File: src/rtl/timer_cmd_rx.sv
// Purpose: UART (8N1, or 8E1 when TIMER_CMD_PARITY_EN is defined) receiver that decodes ASCII commands into timer control pulses.
// Latency: pulses/cmd_valid/sel/rx_byte update on the edge after the stop-bit mid-sample (2 sync cycles + 9.5 bit times after the start edge).
// Backpressure: none; every output event is a single-cycle pulse that the timer consumes immediately.
module timer_cmd_rx #(
    parameter int         CLKS_PER_BIT = 16,
    parameter logic [1:0] SEL_RESET    = 2'd2
) (
    input  logic       clk,
    input  logic       reset,
    input  logic       rx,
    output logic       inc,
    output logic       dec,
    output logic       state,
    output logic       start,
    output logic [1:0] sel,
    output logic       cmd_valid,
    output logic [7:0] rx_byte,
    output logic       frame_err
);

    localparam int            CW       = $clog2(CLKS_PER_BIT);
    localparam logic [CW-1:0] CNT_LAST = CW'(CLKS_PER_BIT - 1);
    localparam logic [CW-1:0] CNT_HALF = CW'(CLKS_PER_BIT / 2 - 1);

`ifdef TIMER_CMD_PARITY_EN
    typedef enum logic [2:0] {
        S_IDLE, S_START, S_DATA, S_PARITY, S_STOP, S_DISPATCH, S_BREAK
    } fsm_t;
`else
    typedef enum logic [2:0] {
        S_IDLE, S_START, S_DATA, S_STOP, S_DISPATCH, S_BREAK
    } fsm_t;
`endif

    fsm_t          fsm_q, fsm_d;
    logic [CW-1:0] cnt_q, cnt_d;
    logic [2:0]    idx_q, idx_d;
    logic [7:0]    shreg_q, shreg_d;
    logic          rx_meta, rx_s;

    logic          inc_d, dec_d, state_d, start_d, cmd_valid_d, frame_err_d;
    logic [1:0]    sel_d;
    logic [7:0]    rx_byte_d;

`ifdef TIMER_CMD_PARITY_EN
    logic          par_q, par_d;
    logic          par_bad;
    // Even parity: data bits plus parity bit must XOR to zero.
    assign par_bad = ^{shreg_q, par_q};
`endif

    // Two-flop synchroniser for the asynchronous serial line; idles high.
    always_ff @(posedge clk or negedge reset) begin
        if (!reset) begin
            rx_meta <= 1'b1;
            rx_s    <= 1'b1;
        end else begin
            rx_meta <= rx;
            rx_s    <= rx_meta;
        end
    end

    // FSM state, bit timing and data shift register.
    always_ff @(posedge clk or negedge reset) begin
        if (!reset) begin
            fsm_q   <= S_IDLE;
            cnt_q   <= '0;
            idx_q   <= '0;
            shreg_q <= '0;
`ifdef TIMER_CMD_PARITY_EN
            par_q   <= 1'b0;
`endif
        end else begin
            fsm_q   <= fsm_d;
            cnt_q   <= cnt_d;
            idx_q   <= idx_d;
            shreg_q <= shreg_d;
`ifdef TIMER_CMD_PARITY_EN
            par_q   <= par_d;
`endif
        end
    end

    // Registered outputs: loaded on the edge that enters DISPATCH (or BREAK for a bad stop bit).
    always_ff @(posedge clk or negedge reset) begin
        if (!reset) begin
            inc       <= 1'b0;
            dec       <= 1'b0;
            state     <= 1'b0;
            start     <= 1'b0;
            cmd_valid <= 1'b0;
            frame_err <= 1'b0;
            sel       <= SEL_RESET;
            rx_byte   <= 8'h00;
        end else begin
            inc       <= inc_d;
            dec       <= dec_d;
            state     <= state_d;
            start     <= start_d;
            cmd_valid <= cmd_valid_d;
            frame_err <= frame_err_d;
            sel       <= sel_d;
            rx_byte   <= rx_byte_d;
        end
    end

    // Next-state, bit sampling and command decode.
    always_comb begin
        fsm_d       = fsm_q;
        cnt_d       = cnt_q;
        idx_d       = idx_q;
        shreg_d     = shreg_q;
`ifdef TIMER_CMD_PARITY_EN
        par_d       = par_q;
`endif
        inc_d       = 1'b0;
        dec_d       = 1'b0;
        state_d     = 1'b0;
        start_d     = 1'b0;
        cmd_valid_d = 1'b0;
        frame_err_d = 1'b0;
        sel_d       = sel;
        rx_byte_d   = rx_byte;

        case (fsm_q)
            S_IDLE: begin
                cnt_d = '0;
                idx_d = '0;
                if (!rx_s) fsm_d = S_START;
            end

            // Re-check the line at mid start bit to reject short glitches silently.
            S_START: begin
                if (cnt_q == CNT_HALF) begin
                    cnt_d = '0;
                    fsm_d = rx_s ? S_IDLE : S_DATA;
                end else begin
                    cnt_d = cnt_q + 1'b1;
                end
            end

            // LSB first: each mid-bit sample enters at the top and shifts down.
            S_DATA: begin
                if (cnt_q == CNT_LAST) begin
                    cnt_d   = '0;
                    shreg_d = {rx_s, shreg_q[7:1]};
                    idx_d   = idx_q + 1'b1;
                    if (idx_q == 3'd7) begin
`ifdef TIMER_CMD_PARITY_EN
                        fsm_d = S_PARITY;
`else
                        fsm_d = S_STOP;
`endif
                    end
                end else begin
                    cnt_d = cnt_q + 1'b1;
                end
            end

`ifdef TIMER_CMD_PARITY_EN
            S_PARITY: begin
                if (cnt_q == CNT_LAST) begin
                    cnt_d = '0;
                    par_d = rx_s;
                    fsm_d = S_STOP;
                end else begin
                    cnt_d = cnt_q + 1'b1;
                end
            end
`endif

            // A bad stop bit wins over everything else and parks in BREAK.
            S_STOP: begin
                if (cnt_q == CNT_LAST) begin
                    cnt_d = '0;
                    if (!rx_s) begin
                        frame_err_d = 1'b1;
                        fsm_d       = S_BREAK;
                    end else begin
                        fsm_d = S_DISPATCH;
`ifdef TIMER_CMD_PARITY_EN
                        if (par_bad) begin
                            frame_err_d = 1'b1;
                        end else
`endif
                        begin
                            rx_byte_d = shreg_q;
                            case (shreg_q)
                                8'h2B: begin inc_d   = 1'b1; cmd_valid_d = 1'b1; end
                                8'h2D: begin dec_d   = 1'b1; cmd_valid_d = 1'b1; end
                                8'h4D: begin state_d = 1'b1; cmd_valid_d = 1'b1; end
                                8'h53: begin start_d = 1'b1; cmd_valid_d = 1'b1; end
                                8'h30, 8'h31, 8'h32, 8'h33: begin
                                    sel_d       = shreg_q[1:0];
                                    cmd_valid_d = 1'b1;
                                end
                                default: ;
                            endcase
                        end
                    end
                end else begin
                    cnt_d = cnt_q + 1'b1;
                end
            end

            // Outputs are already presented this cycle; return so a new start bit is seen at once.
            S_DISPATCH: fsm_d = S_IDLE;

            // Held-low line: wait for idle so only one frame_err is reported.
            S_BREAK: begin
                if (rx_s) fsm_d = S_IDLE;
            end

            default: fsm_d = S_IDLE;
        endcase
    end

endmodule

File: config.mk
export PLATFORM = sky130hd
export DESIGN_NAME = timer_cmd_rx
export DESIGN_NICKNAME = d
export VERILOG_FILES = /design/src/rtl/timer_cmd_rx.sv
export SDC_FILE = /design/constraint.sdc
export NUM_CORES = 1
export LEC_CHECK = 0
export CAP_MARGIN = 20
export CELL_PAD_IN_SITES_DETAIL_PLACEMENT = 1
export CELL_PAD_IN_SITES_GLOBAL_PLACEMENT = 1
export CORE_AREA = 2 2 64 66
export CTS_CLUSTER_DIAMETER = 30
export CTS_CLUSTER_SIZE = 25
export DETAILED_ROUTE_END_ITERATION = 16
export DIE_AREA = 0 0 66 68
export PLACE_DENSITY_LB_ADDON = 0.12
export SYNTH_ARGS = -nofsm -noshare
export SYNTH_HDL_FRONTEND = slang
export SYNTH_SLANG_ARGS = --single-unit
File: constraint.sdc
create_clock -name clk -period 5.2 [get_ports clk]
set_input_delay 1.04 -clock clk [delete_from_list [all_inputs] [get_ports clk]]
set_output_delay 1.04 -clock clk [all_outputs]
set_load 0.005 [all_outputs]
# Yosys cells after proc, flatten, opt, wreduce, memory -nomap -nowiden
# Cells that the tools add are included.
[word_totals] register_bits=36 in_bits=3 out_inout_bits=16 elab_cells=85
[op_classes] add_sub_neg=2 eq_ne=21 mux=37 n_reduce_logical=11
[op_table] operator="equality test 8 x 6 -> 1 bit, second input constant" n=6
[op_table] operator="two-way mux 1 bit" n=24
[op_table] operator="two-way mux 3 bit" n=7
[op_table] operator="equality test 8 x 7 -> 1 bit, second input constant" n=2
[op_table] operator="case mux 3 bit (5 select lines)" n=1
[op_table] operator="!= test 2 bit, second input constant" n=6
[op_table] operator="case mux 4 bit (3 select lines)" n=1
[op_table] operator="two-way mux 4 bit" n=2
[op_table] operator="OR reduction 8 bit" n=1
[op_table] operator="equality test 3 x 2 -> 1 bit, second input constant" n=2
[op_table] operator="equality test 3 bit, second input constant" n=2
[op_table] operator="case mux 3 bit (2 select lines)" n=1
[op_table] operator="AND reduction 6 bit" n=1
[op_table] operator="adder 4 x 1 -> 4 bit, second input constant" n=1
[op_table] operator="equality test 4 x 3 -> 1 bit, second input constant" n=1
[op_table] operator="equality test 4 bit, second input constant" n=1
[op_table] operator="AND reduction 2 bit" n=2
[op_table] operator="AND reduction 4 bit" n=1
[op_table] operator="OR reduction 4 bit" n=1
[op_table] operator="adder 3 x 1 -> 3 bit, second input constant" n=1
[op_table] operator="equality test 3 x 1 -> 1 bit, second input constant" n=1
[op_table] operator="logical NOT 3 bit" n=1
[op_table] operator="AND reduction 3 bit" n=1
[op_table] operator="nonzero test 3 bit" n=1
[op_table] operator="3 further kinds" n=3

# Depth between registers and ports, before layout
[logic_depth] word_depth=6 depth_mapped=7

# Least setup slack after synthesis
# OpenSTA, ideal clock, no wires.
[synth_path] path_type="reg2reg" from="reg cnt_q[0]" to="reg rx_byte[0]" setup_time_ps=125 arrival_ps=1558 required_ps=5075 setup_slack_ps=3517 stages_incl_launch_ff=8 synth_period_minus_slack_ps=1683 path_cell_list="dfrtp_1 -> ha_1 -> buf_4 -> and3_1 -> buf_6 -> nand2_2 -> buf_6 -> mux2_4"
[synth_via] elab_chain_cells=2
[synth_lines] element="from (decl)" line="36" text="logic [CW-1:0] cnt_q, cnt_d;"
[synth_lines] element="from (signal assigned)" line="75" text="cnt_q <= cnt_d;"
[synth_lines] element="equality test 4 bit" line="174" text="if (cnt_q == CNT_LAST) begin"
[synth_lines] element="AND reduction 3 bit (no source line)"
[synth_lines] element="to (signal assigned)" line="103" text="rx_byte <= rx_byte_d;"
[synth_lines] element="to (decl)" line="17" text="output logic [7:0] rx_byte,"
# No other way between the ends.
# A chain may end at the register's enable or synchronous reset.

# Final worst setup path
[layout_path] from="reg sel[1]" to="out sel[1]"
[layout_rtl] element="from (decl)" line="15" text="output logic [1:0] sel,"
[layout_rtl] element="from (signal assigned)" line="102" text="sel <= sel_d;"
# No word-level cell between the ends.

==> results.json <==
{
  "crit_chain": "clkdlybuf4s50_1",
  "netlist-cell-type-count": 45,
  "skew_ns": 0.005644,
  "synthTopCellsByCount": "dfrtp_1, mux2_2, mux2_4, nand2_1, nor2_1",
  "period_needed_ns": 2.352,
  "relSlewSlack_pct": 62.06,
  "grt_pass1_wl_um": 5768,
  "path_buf_inv": 1,
  "vias": 1143,
  "grt_use_total_pct": 17.85,
  "ir_worst_vdd_v": 0.0001468,
  "clk_latency_ns": 0.29,
  "diodes": 0,
  "ys_seq_area_share_pct": 52.05,
  "leakage_nw": 0.9074,
  "ios": 19,
  "synth_edf_count": 0,
  "die_h_um": 68,
  "post-cts-setup-buffers": 0,
  "synth_most_common_cell": "dfrtp_1",
  "cp-start-kind": "flip-flop",
  "area_delta_synth_final_pct": 16.77,
  "seq_power_share_pct": 49.7,
  "required_ns": 4.16,
  "drive_gt1_share_pct": 21.66,
  "numCtsBuffers": 5,
  "grt_pass1_vias": 1122,
  "drt-total-wl_um": 3321,
  "switching_share_pct": 31.22,
  "cts_hold_buffers": 0,
  "row_count": 23,
  "die_area_um2": 4488,
  "synth_seq_cells": 36,
  "cts-root-buf": "clkbuf_8",
  "pwr-share-comb_pct": 17.8,
  "cp_slowest_cell": "dfstp_2",
  "cts.sinks": 36,
  "ff2ff_setup_slack_ns": 3.13,
  "clk_path_buf_depth": 2,
  "p_int_uw": 510.8,
  "drtIter0Drc": 30,
  "dp_slack_ns": 3.127,
  "gp_congestion": 0.7632,
  "path_delay_family": "flip-flops",
  "finalSetupViolCount": 0,
  "post_synth_instance_area_um2": 1738,
  "h-tree-depth": 2,
  "yosys.area.top_type": "dfrtp_1",
  "drcViolationCount": 0,
  "dp_hpwl_um": 2363,
  "yosysWarnings": 0,
  "initial_core_util_pct": 45.07,
  "ant_nets": 0,
  "synth_flop_cell": "dfrtp_1",
  "power_switching_uw": 231.9,
  "clkTransAtPathRegs_ns": 0.07,
  "p_clk_share_pct": 32.5,
  "slew_violations": 0,
  "drt-pass1-iter-count": 4,
  "synthCells": 141,
  "drt-vias-per-instance": 5.522,
  "hold_viol_final": 0,
  "synth_area_leaders": "dfrtp_1, mux2_2, mux2_4",
  "core_area_um2": 3856,
  "hold_slack_ns": 0.3668,
  "cts_tree": "built",
  "ys_async_sr_fraction_pct": 100.0,
  "max_freq_mhz": 425.2,
  "worst_slew_pin_slew_ns": 0.5691,
  "maxCapViolations": 0,
  "fin_crit_sh_pct": 45.23,
  "fin_ws_ns": 2.848,
  "cts_resized": 0,
  "post_drt_wl_per_cell_um": 16.04,
  "rsz0062_at_grt": "false",
  "final_nets": 162,
  "critPathKind": "flip-flop to output pin",
  "grt_overflow": 0,
  "end_kind": "output pin",
  "fin_total_pwr_uw": 742.8,
  "antenna_found_initial": 0,
  "yosys.area.top_type_share_pct": 47.52,
  "status": "complete, no violations",
  "path_max_fanout": 2,
  "synth_nets": 147,
  "grt_max_degree": 37,
  "avgSynthCellArea_um2": 12.33,
  "cpPeakStageDelay_ns": 0.52,
  "numPortBuffers": 18,
  "setup_tns_ns": 0,
  "min-delay-path-class": "flip-flop to flip-flop",
  "arrival_ns": 1.31,
  "fp.dieW_um": 66,
  "power_density_nw_per_um2": 366.0
}
==> state kept, by name, indices dropped and copies added, names as in the netlist <==
name	flops
rx_s	1
rx_byte	8
rx_meta	1
state	1
cmd_valid	1
cnt_q	4
start	1
sel	2
shreg_q	8
idx_q	3
dec	1
fsm_q	3
frame_err	1
inc	1
==> worst register-to-register path, stage by stage, from the launching register on <==
cell and delay [ns]:
dfrtp_1 0.41, ha_1 0.36, and3_1 0.49, nand2_2 0.32, mux2_4 0.38
==> final timing paths <==
path | from | endpoint | cells past startpoint
min in group asynchronous | reset | rx_byte[4]$_DFFE_PN0P_ | 2
worst max register to register | cnt_q[0]$_DFFE_PN0P_ | rx_byte[6]$_DFFE_PN0P_ | 4
worst max-delay path | sel[1]$_DFFE_PN1P_ | sel[1] | 1
max in group asynchronous | reset | sel[1]$_DFFE_PN1P_ | 2
worst min register to register | rx_meta$_DFF_PN1_ | rx_s$_DFF_PN1_ | 0
worst min-delay path | rx_meta$_DFF_PN1_ | rx_s$_DFF_PN1_ | 0
==> power by group through the flow <==
stage                     clock network [mW]  logic (mW)  registers [mW]
final                                  0.241       0.133           0.369
after global placement                     0       0.129           0.369
after CTS                              0.250       0.135           0.368
after detailed placement                   0       0.134           0.373
after global routing                   0.266       0.157           0.377
after floorplan                            0       0.143           0.332
==> cell usage in the layout (no fill, tap or decap), drive strengths merged, types with 2 or more instances in the layout <==
cell type       n
o21ai           4
ha              3
mux2i           3
o2bb2ai         3
dfrtp          33
mux2           18
a22oi           2
inv             3
nor3b           5
nor3            4
and3            2
nand3           4
nand2           8
and4b           3
clkdlybuf4s50  18
nor4bb          2
a21oi           4
dfstp           3
clkbuf          6
nand3b          2
nor2            5
nor2b           3
==> area by class of cell <==
| type | count | area, µm² |
|---|---|---|
| clock inverters | 2 | 35.03 |
| clock buffers | 6 | 72.57 |
| repair buffers | 19 | 187.7 |
| well taps | 50 | 62.56 |
| inverters | 3 | 11.26 |
| multi-input cells | 91 | 755.7 |
| fillers | 413 | 1827 |
| flip-flops and latches | 36 | 904.6 |
==> layer usage <==
layer,up-vias,wire length [µm],share of wire [%],track usage [%]
li1,543,-,-,-
met1,574,1389,42,20.27
met2,20,1760,53,30.93
met3,6,106,3.2,5.428
met4,0,64,1.9,8.418
met5,-,0,0,0
==> through the flow <==
step                instances  area [µm²]  utilization, %
finish                    207        2029           52.63
global route              207        2029           52.63
CTS                       207        2029           52.63
detailed placement        199        1922           49.84
global placement          199        1922           49.84
floorplan                 141        1738               -
==> kinds of logic (layout without fill, tap and decap cells) <==
group / count (synthesis) / after routing / synth area share (%)
xor gates and xnor gates: 1 / 1 / 0.5041
DFF: 36 / 36 / 52.05
adders and majority gates: 3 / 3 / 2.160
and+or+nand+nor: 42 / 42 / 15.62
buffers and inverters: 14 / 30 / 4.463
muxes: 21 / 21 / 14.90
AOI/OAI and AO/OA: 24 / 24 / 10.30
Note: power is estimated with default switching activity, not from simulation.
